## src/rtl/uart_pkg.sv

```systemverilog
// uart_pkg: shared UART FSM states, data width and baud divisor helper.
package uart_pkg;
  localparam int UART_DATA_BITS = 8;
  typedef enum logic [2:0] {IDLE, START, DATA, PARITY, STOP} uart_tx_state_t;
  function automatic int baud_div(input int clk_freq, input int baud);
    return (clk_freq + baud / 2) / baud;
  endfunction
endpackage

```

## src/rtl/sync_fifo.sv

```systemverilog
// sync_fifo: single-clock FIFO, head visible on o_rdata while non-empty.
// Ports: clk, rst (async, active-high), i_push/i_wdata (ignored when full),
// i_pop (ignored when empty), o_rdata, o_full, o_empty, o_count.
module sync_fifo #(
  parameter int W = 8,
  parameter int DEPTH = 16
) (
  input  logic                       clk,
  input  logic                       rst,
  input  logic                       i_push,
  input  logic                       i_pop,
  input  logic [W-1:0]               i_wdata,
  output logic [W-1:0]               o_rdata,
  output logic                       o_full,
  output logic                       o_empty,
  output logic [$clog2(DEPTH):0]     o_count
);
  localparam int AW = $clog2(DEPTH);
  logic [W-1:0] r_mem [DEPTH];
  logic [AW-1:0] r_wptr, r_rptr;
  logic [AW:0] r_count;
  logic w_push, w_pop;
  assign w_push = i_push && !o_full;
  assign w_pop = i_pop && !o_empty;
  assign o_full = r_count == (AW + 1)'(DEPTH);
  assign o_empty = r_count == '0;
  assign o_count = r_count;
  assign o_rdata = r_mem[r_rptr];
  always_ff @(posedge clk or posedge rst) begin
    if (rst) begin
      r_wptr <= '0;
      r_rptr <= '0;
      r_count <= '0;
    end else begin
      r_wptr <= w_push ? r_wptr + AW'(1) : r_wptr;
      r_rptr <= w_pop ? r_rptr + AW'(1) : r_rptr;
      r_count <= r_count + (AW + 1)'(w_push) - (AW + 1)'(w_pop);
    end
  end
  always_ff @(posedge clk)
    if (w_push) r_mem[r_wptr] <= i_wdata;
endmodule

```

## src/rtl/uart_tx_fifo.sv

```systemverilog
// uart_tx_fifo: FIFO-buffered 8N1 UART transmitter (8E1 with UART_TX_PARITY_EN).
// Ports: clk_50M, ext_reset (async, active-high), wdata/wvalid/wready push
// handshake, txd serial line (idle high), busy, fifo_count.
// Macro UART_TX_PARITY_EN inserts an even-parity bit between data and stop.
import uart_pkg::*;
module uart_tx_fifo #(
  parameter int CLK_FREQ = 50000000,
  parameter int BAUD = 115200,
  parameter int FIFO_DEPTH = 16
) (
  input  logic                          clk_50M,
  input  logic                          ext_reset,
  input  logic [7:0]                    wdata,
  input  logic                          wvalid,
  output logic                          wready,
  output logic                          txd,
  output logic                          busy,
  output logic [$clog2(FIFO_DEPTH):0]   fifo_count
);
  localparam int DIV = baud_div(CLK_FREQ, BAUD);
  localparam int CW = $clog2(DIV);
  localparam logic [CW-1:0] RELOAD = CW'(DIV - 1);
`ifdef UART_TX_PARITY_EN
  localparam uart_tx_state_t AFTER_DATA = PARITY;
  logic r_par;
`else
  localparam uart_tx_state_t AFTER_DATA = STOP;
`endif
  uart_tx_state_t r_state, w_state_nxt;
  logic [CW-1:0] r_cnt, w_cnt_nxt;
  logic [2:0] r_bit, w_bit_nxt;
  logic [7:0] r_shift, w_shift_nxt, w_head;
  logic r_txd, w_txd_nxt, w_pop, w_full, w_empty, w_tick;
  sync_fifo #(.W(UART_DATA_BITS), .DEPTH(FIFO_DEPTH)) u_fifo (
    .clk(clk_50M),
    .rst(ext_reset),
    .i_push(wvalid),
    .i_pop(w_pop),
    .i_wdata(wdata),
    .o_rdata(w_head),
    .o_full(w_full),
    .o_empty(w_empty),
    .o_count(fifo_count)
  );
  assign w_tick = r_cnt == '0;
  always_ff @(posedge clk_50M or posedge ext_reset) begin
    if (ext_reset) begin
      r_state <= IDLE;
      r_cnt <= '0;
      r_bit <= '0;
      r_shift <= '0;
      r_txd <= 1'b1;
`ifdef UART_TX_PARITY_EN
      r_par <= 1'b0;
`endif
    end else begin
      r_state <= w_state_nxt;
      r_cnt <= w_cnt_nxt;
      r_bit <= w_bit_nxt;
      r_shift <= w_shift_nxt;
      r_txd <= w_txd_nxt;
`ifdef UART_TX_PARITY_EN
      if (w_pop) r_par <= ^w_head;
`endif
    end
  end
  // STOP pops on its final cycle so the next start bit follows with no gap.
  always_comb begin
    w_state_nxt = r_state;
    w_cnt_nxt = w_tick ? RELOAD : r_cnt - CW'(1);
    w_bit_nxt = r_bit;
    w_shift_nxt = r_shift;
    w_pop = 1'b0;
    case (r_state)
      IDLE: begin
        w_cnt_nxt = '0;
        if (!w_empty) begin
          w_pop = 1'b1;
          w_state_nxt = START;
          w_cnt_nxt = RELOAD;
          w_shift_nxt = w_head;
        end
      end
      START: if (w_tick) begin
        w_state_nxt = DATA;
        w_bit_nxt = '0;
      end
      DATA: if (w_tick) begin
        w_shift_nxt = r_shift >> 1;
        w_bit_nxt = r_bit + 3'd1;
        w_state_nxt = (r_bit == 3'(UART_DATA_BITS - 1)) ? AFTER_DATA : DATA;
      end
`ifdef UART_TX_PARITY_EN
      PARITY: if (w_tick) w_state_nxt = STOP;
`endif
      STOP: if (w_tick) begin
        w_pop = !w_empty;
        w_state_nxt = w_empty ? IDLE : START;
        w_shift_nxt = w_empty ? r_shift : w_head;
      end
      default: w_state_nxt = IDLE;
    endcase
  end
  // txd is registered from the level the next state will drive.
  always_comb begin
    w_txd_nxt = 1'b1;
    if (w_state_nxt == START) w_txd_nxt = 1'b0;
    else if (w_state_nxt == DATA) w_txd_nxt = w_shift_nxt[0];
`ifdef UART_TX_PARITY_EN
    else if (w_state_nxt == PARITY) w_txd_nxt = r_par;
`endif
  end
  always_comb begin
    txd = r_txd;
    wready = !w_full;
    busy = !w_empty || r_state != IDLE;
  end
endmodule

```

## config.mk

```make
export PLATFORM = sky130hd
export DESIGN_NAME = uart_tx_fifo
export DESIGN_NICKNAME = d
export VERILOG_FILES = /design/src/rtl/uart_pkg.sv /design/src/rtl/sync_fifo.sv /design/src/rtl/uart_tx_fifo.sv
export SDC_FILE = /design/constraint.sdc
export NUM_CORES = 1
export LEC_CHECK = 0
export CAP_MARGIN = 20
export CORE_ASPECT_RATIO = 1.2
export CORE_MARGIN = 2
export CORE_UTILIZATION = 35
export CTS_BUF_LIST = sky130_fd_sc_hd__clkbuf_8 sky130_fd_sc_hd__clkbuf_16
export CTS_CLUSTER_SIZE = 12
export DETAILED_ROUTE_END_ITERATION = 16
export SLEW_MARGIN = 20
export SYNTH_ARGS = -nofsm -noshare
export SYNTH_HDL_FRONTEND = slang
export SYNTH_SLANG_ARGS = --single-unit
```

## constraint.sdc

```tcl
create_clock -name clk_50M -period 4.25 [get_ports clk_50M]
set_clock_uncertainty 0.2 [all_clocks]
set_input_delay 0.6375 -clock clk_50M [delete_from_list [all_inputs] [get_ports clk_50M]]
set_output_delay 0.6375 -clock clk_50M [all_outputs]
set_load 0.02 [all_outputs]
```

==> impl_results.md, run 1 <==
- Crit. End Element: output port
- Crit Path Max Fanout: 6
- Dominant cell type by area after synthesis: edfxtp_1
- Row count: 57
- CP startpoint kind: flop
- RSZ-0062 raised after global routing: false
- Later-pin clock latency in the skew report: approximately 0.43 ns
- Post-synth top area share: 0.543
- Critical path data required time: 3.41 ns
- Critical Path AT: around 2.7 ns
- Reg2reg end: u_fifo.o_count[4]
- Number of synthesized flops with an enable pin: 128
- Crit-path cells: inv_1 > ha_1 > or4b_1 > nor4_2 > inv_1 > clkdlybuf4s50_1
- Seq/Total Area, Yosys: 0.674
- CP max-delay cell: or4b_1
- Storage cell area: 0.00477 sq mm
- Commonest cells in the netlist: 128 x edfxtp_1, 36 x dfrtp_1, 32 x mux4_2
- Minimum hold slack: 0.299 ns
- CP most frequent cell: inv_1
- Post_cts resized: 0
- Top FF cell, synth: edfxtp_1
- Least-Margin Pin Slew: between 1 and 1.5 ns
- LEAKAGE: 2.77 nW
- Fraction of registers with async set/reset: 0.224
- Cts-stage hold buffer count: 0
- Mapped Cells: roughly 410
- Main area contributors after synthesis: edfxtp_1 54%, dfrtp_1 13%, mux4_2 10%, ha_1 2.7%, mux2i_1 2.4%
- Share of cells above drive strength 1: 0.221
- Place WS: 0.912 ns
- CTS clk-pin slew, worst paths: 0.06 ns
- Layout Cell Area excl Fill: 0.00821 sq mm
- Multi-input gate area: 0.00213 sq mm
- Final hold viol count: 0
- Gr usage total: 0.141
- WL/cell: 19.5 um
- Drt first pass iters: 6
- Routed WL: 14.0 mm
- Die area: between 0.02 and 0.025 sq mm
- Setup violators final: 0
- Overall Power: 4.18 mW
- Most common cell in the synthesized netlist: edfxtp_1
- Non-filler cells, final: between 700 and 800
- Vias per std cell: between 5 and 6
- Post-route DRC: 0
- Post-CTS setup buffers: 0
- # IOs: 19
- Post-placement cell count: 685
- Worst path top cell family by delay: simple AND/OR/NAND/NOR gates
- Placer Congestion: 0.765
- CTS H-Tree Depth: 4
- Crit path buf inv count: 3
- Worst Min Path Start: r_shift[3]
- CTS Root Cell: clkbuf_16
- Final core occ: 0.410
- Global-route wire length before repair: 22.1 mm
- Fin worst setup slack: 0.683 ns
- RR Startpoint: u_fifo.o_count[3]
- Largest net degree at the start of global routing: 31
- Initial antenna violation count: 0
- DP Area: 0.00760 sq mm
- Layout area overhead: 16.0%
- Die span in x: 134 um
- Net Count, Synth: 435
- Antenna-violating nets left: 0
- Reg2reg path depth: 15
- Port buffer count: 18
- CTS sink count: between 150 and 200
- Max-cap check violation count: 0
- Via Count: 3670
- Crit Path Class: reg2out
- Fmax achieved: 280 MHz
- Critical Path Max Stage Delay: 0.56 ns
- # fillers: 1783
- Global route total overflow: 0
- Maximum VDD drop: 0.290 mV
- R2R Setup Slk: 0.95 ns
- Clock Path Buffers: 2
- Starting density of the core: 0.353
- Worst slew margin: 0.295
- Number of buffers created by CTS: 17
- Hold worst-path end: r_shift[2]
- Synthesis warning total: 0
- DR iter-0 viols: 302
- Outcome: complete, no violations
- Die height: 160 um
- Final Critical Period: around 3.6 ns
- TNS Setup: 0 ns
- CTS tree: yes
- Hpwl dp: 8.86 mm
- Synth Cell Area: ~0.0071 sq mm
- Hold Crit Class: reg2reg
- Max Transition Viols Final: 0
- Nets@finish: 466
- Hold Path Depth: 2
- PD cells: between 500 and 600 mW/mm^2
- Core box area: 0.0200 sq mm
- Final worst-path cycle share: 0.839
- Number of diodes: 0
- Flops & latches, synth: roughly 170
- Synth cell types: 61
- Post-synthesis area per instance: 17.4 sq um
- Vias in the first global route: 3799
==> worst reg2reg max path: stages (launching register included) <==
cell and delay [ns]:
dfrtp_1 0.40, inv_1 0.09, ha_1 0.18, nor4b_1 0.49, nor3_1 0.18, nand2_2 0.28, inv_1 0.08, ha_1 0.27
inv_1 0.05, ha_1 0.15, inv_1 0.06, fa_1 0.40, inv_1 0.07, a21oi_1 0.06, o21bai_1 0.15, xnor2_1 0.13
==> state kept, by name, indices dropped and copies added, names as in the netlist <==
name            count
r_bit               3
u_fifo.r_mem      128
r_shift             8
u_fifo.r_rptr       4
u_fifo.o_count      5
r_cnt               9
r_state             3
txd                 1
u_fifo.r_wptr       4
==> cells by family (layout without fill, tap and decap cells) <==
family,Yosys count,after routing,synth area share
simple gates,67,67,0.0615
compound gates,41,41,0.0477
fa+ha+maj,16,16,0.0293
buf+inv,45,89,0.0277
flops,165,165,0.674
mux,58,58,0.140
xor+xnor,16,16,0.0198
==> worst max path at each step <==
stage                                    to  depth (start not counted)  slack, ns              start
final                                  busy                          6       0.68  u_fifo.o_count[3]
after global routing                   busy                          6       0.48  u_fifo.o_count[3]
after CTS                              busy                          6       0.63  u_fifo.o_count[3]
after detailed placement  u_fifo.o_count[4]                         15       0.91  u_fifo.o_count[3]
after global placement    u_fifo.o_count[4]                         15       1.03           r_cnt[0]
after floorplan           u_fifo.o_count[4]                         16       1.20           r_cnt[0]
==> layout make-up <==
class	instances	area share
clock buffer	17	0.0518
clock inverter	15	0.0230
inverter	28	0.0128
multi-input combinational	198	0.259
sequential	165	0.581
tap	265	0.0404
timing repair buffer	29	0.0320
==> cell usage in the layout, fill, tap and decap left out, types with 3 or more instances in the layout <==
cell type	instances
nor2_1	12
o2bb2ai_1	3
nand4_1	3
nor4_2	3
buf_4	11
o21ai_0	4
clkbuf_16	17
clkinvlp_4	3
ha_1	15
nor3b_1	3
nor4_1	3
mux4_2	32
mux2_2	8
clkinv_4	3
clkdlybuf4s50_1	18
xnor2_1	12
edfxtp_1	128
clkinv_1	5
mux2i_1	17
nand2_1	12
a21oi_1	10
xor2_1	4
inv_1	27
nand3_1	6
and2_1	8
o221ai_1	5
dfrtp_1	35
bufinv_16	4
==> where the power goes <==
part	total (mW)	switching [mW]	internal (mW)
registers	2.01	0.0938	1.92
logic	0.582	0.332	0.249
clock network	1.58	0.606	0.974
total	4.18	1.03	3.14
==> metal layers <==
| metal | GRT usage | part of all wire | wire, um |
|---|---|---|---|
| met4 | 0.0488 | 0.013 | 187 |
| met5 | 0 | 0 | 0 |
| met2 | 0.227 | 0.51 | 7070 |
| met3 | 0.0368 | 0.041 | 569 |
| met1 | 0.185 | 0.44 | 6170 |
No activity file was read; power rests on OpenSTA's default activity.
==> inputs of run 2 (changes only) <==
==> constraint.sdc (replaced) <==
create_clock -name clk_50M -period 2.9 [get_ports clk_50M]
set_clock_uncertainty 0.2 [all_clocks]
set_input_delay 0.435 -clock clk_50M [delete_from_list [all_inputs] [get_ports clk_50M]]
set_output_delay 0.435 -clock clk_50M [all_outputs]
set_load 0.02 [all_outputs]
==> impl_results.md, run 2 (synthesis gave the netlist of run 1 again) <==
- Outcome: complete, no violations
- CP startpoint kind: flop
- Reg2reg path depth: 15 (unchanged)
- Final worst-path cycle share: 0.988
- Hold Crit Class: in2async
- CTS sink count: 165 (unchanged)
- Die area: 0.0214 sq mm (unchanged)
- Gr usage total: 0.148 (+0.00718)
- Row count: 57 (unchanged)
- Crit-path cells: inv_2 > ha_4 > or4b_4 > o21ai_4 > nand2_2 > inv_2 > ha_4 > inv_4 > ha_4 > inv_2 > fa_2 > inv_2 > a21oi_2 > o21bai_1 > xnor2_1
- CTS Root Cell: clkbuf_16
- Die height: 160 um (unchanged)
- Met3 GRT Util: 0.0365 (-0.000317)
- Critical Path AT: 3.01 ns (+0.28 ns)
- Placer Congestion: 0.790 (+3.3%)
- Crit Path Max Fanout: 2 (-4)
- Starting density of the core: 0.353 (unchanged)
- Number of diodes: 0 (unchanged)
- GR Util met2: 0.250 (+0.0238)
- Fmax achieved: 349 MHz
- Global route total overflow: 0 (unchanged)
- Nets@finish: 503 (+7.9%)
- Clock Path Buffers: 2 (unchanged)
- CP max-delay cell: or4b_4
- M1 GR Usage: 0.180 (-0.00464)
- Share of cells above drive strength 1: 0.321 (+0.0998)
- CP most frequent cell: inv_2
- Critical Path Max Stage Delay: 0.47 ns (-0.09 ns)
- Max-cap check violation count: 0 (unchanged)
- Crit. End Element: flop
- Port buffer count: 18 (unchanged)
- CTS H-Tree Depth: 4 (unchanged)
- DR iter-0 viols: 264 (-13%)
- Layout area overhead: 21.3%
- Later-pin clock latency in the skew report: 0.43 ns (about the same)
- CTS tree: yes
- Final core occ: 0.429 (+0.0189)
- Vias per std cell: 5.06 (-1.1%)
- Initial antenna violation count: 0 (unchanged)
- Max Transition Viols Final: 0 (unchanged)
- Die span in x: 134 um (unchanged)
- Cts-stage hold buffer count: 0 (unchanged)
- PD cells: 743 mW/mm^2 (+46%)
- WL/cell: 19.5 um (about the same)
- GRT Max-Usage Layer: met2
- Vias in the first global route: 4126 (+8.6%)
- Least-Margin Pin Slew: 0.731 ns (-0.326 ns)
- Most frequent cells in the layout: 128 x edfxtp_1, 48 x buf_4, 35 x dfrtp_1
- Final Critical Period: 2.87 ns
- Number of buffers created by CTS: 17 (unchanged)
- CTS clk-pin slew, worst paths: 0.06 ns (about the same)
- Critical path data required time: 3.05 ns (-0.36 ns)
- Commonest non-fill, non-tap cell in the layout: edfxtp_1
- Final hold viol count: 0 (unchanged)
- Max reg flops: 128 (unchanged)
- Worst slew margin: 0.513 (+0.217)
- Top reg by flops: u_fifo.r_mem
- # IOs: 19 (unchanged)
- LEAKAGE: 2.97 nW (+7.3%)
- Via Count: 3817 (+4.0%)
- Crit Path Class: reg2reg
- Global-route wire length before repair: 23.3 mm (+5.7%)
- Maximum VDD drop: 0.458 mV (+58%)
- Post-route DRC: 0 (unchanged)
- Largest net degree at the start of global routing: 38 (+23%)
- Hpwl dp: 9.47 mm (+6.8%)
- Routed WL: 14.7 mm (+5.1%)
- Antenna-violating nets left: 0 (unchanged)
- Drt first pass iters: 4 (-2)
- Minimum hold slack: 0.220 ns (-0.0785 ns)
- Setup violators final: 0 (unchanged)
- RSZ-0062 raised after global routing: true
- Core box area: 0.0200 sq mm (unchanged)
- Top flop regs: u_fifo.r_mem: 128 flops, r_cnt: 9 flops, r_shift: 8 flops
## run 2: worst max-delay path: cells and delay by family, from the launching register on
kind                     cells  cell delay, ns
buffers and inverters        5            0.31
AND/OR/NAND/NOR              2            0.55
XOR/XNOR                     1            0.15
AO/OA/AOI/OAI                3            0.40
flip-flops                   1            0.39
adder cells (fa/ha/maj)      4            0.79
## run 2: worst paths after layout
path	from	end	slack (ns)
worst max register to register	r_cnt[1]	u_fifo.o_count[4]	0.03
min in group clk_50M	r_shift[2]	r_shift[1]	0.30
max in group asynchronous	ext_reset	u_fifo.r_rptr[0]	1.92
worst max-delay path	r_cnt[1]	u_fifo.o_count[4]	0.03
worst min register to register	r_shift[2]	r_shift[1]	0.30
worst min-delay path	ext_reset	u_fifo.o_count[4]	0.22
## run 2: what timing repair did
item	4_1_cts	5_1_grt
buffers inserted	4	2
gates cloned	0	0
gates resized for setup	8	4
pin swaps	5	1
setup endpoints to repair	2	2
## run 2: per-layer routing
| metal | vias to the layer above | part of all wire |
|---|---|---|
| li1 | 1727 | - |
| met1 | 1990 | 0.42 |
| met2 | 77 | 0.52 |
| met3 | 23 | 0.036 |
| met4 | 0 | 0.026 |
| met5 | - | 0 |
## run 2: per-stage QoR
step | worst slack, ns | instance area (sq um) | std cells | TNS (ns) | power [mW]
after floorplan | -0.116 | 7110 | 408 | -0.116 | 3.53
after global placement | 0.0304 | 7870 | 716 | 0 | 3.91
after detailed placement | -0.112 | 7870 | 716 | -0.112 | 3.96
after CTS | 0.00978 | 8570 | 752 | 0 | 6.44
after global routing | -0.100 | 8590 | 754 | -0.100 | 6.65
final | 0.0334 | 8590 | 754 | 0 | 6.39
## run 2: area by class of cell
cell class / count / area, sq um
Clock buffer: 17 / 425
Multi-Input combinational cell: 198 / 2200
Sequential cell: 165 / 4770
Clock inverter: 15 / 216
Inverter: 28 / 108
Tap cell: 265 / 332
Timing Repair Buffer: 66 / 536
Fill cell: 1763 / 11500
## run 2: power by group
part           internal (mW)  switching, mW
combinational          0.452          0.547
clock                   1.47          0.967
sequential              2.81          0.143
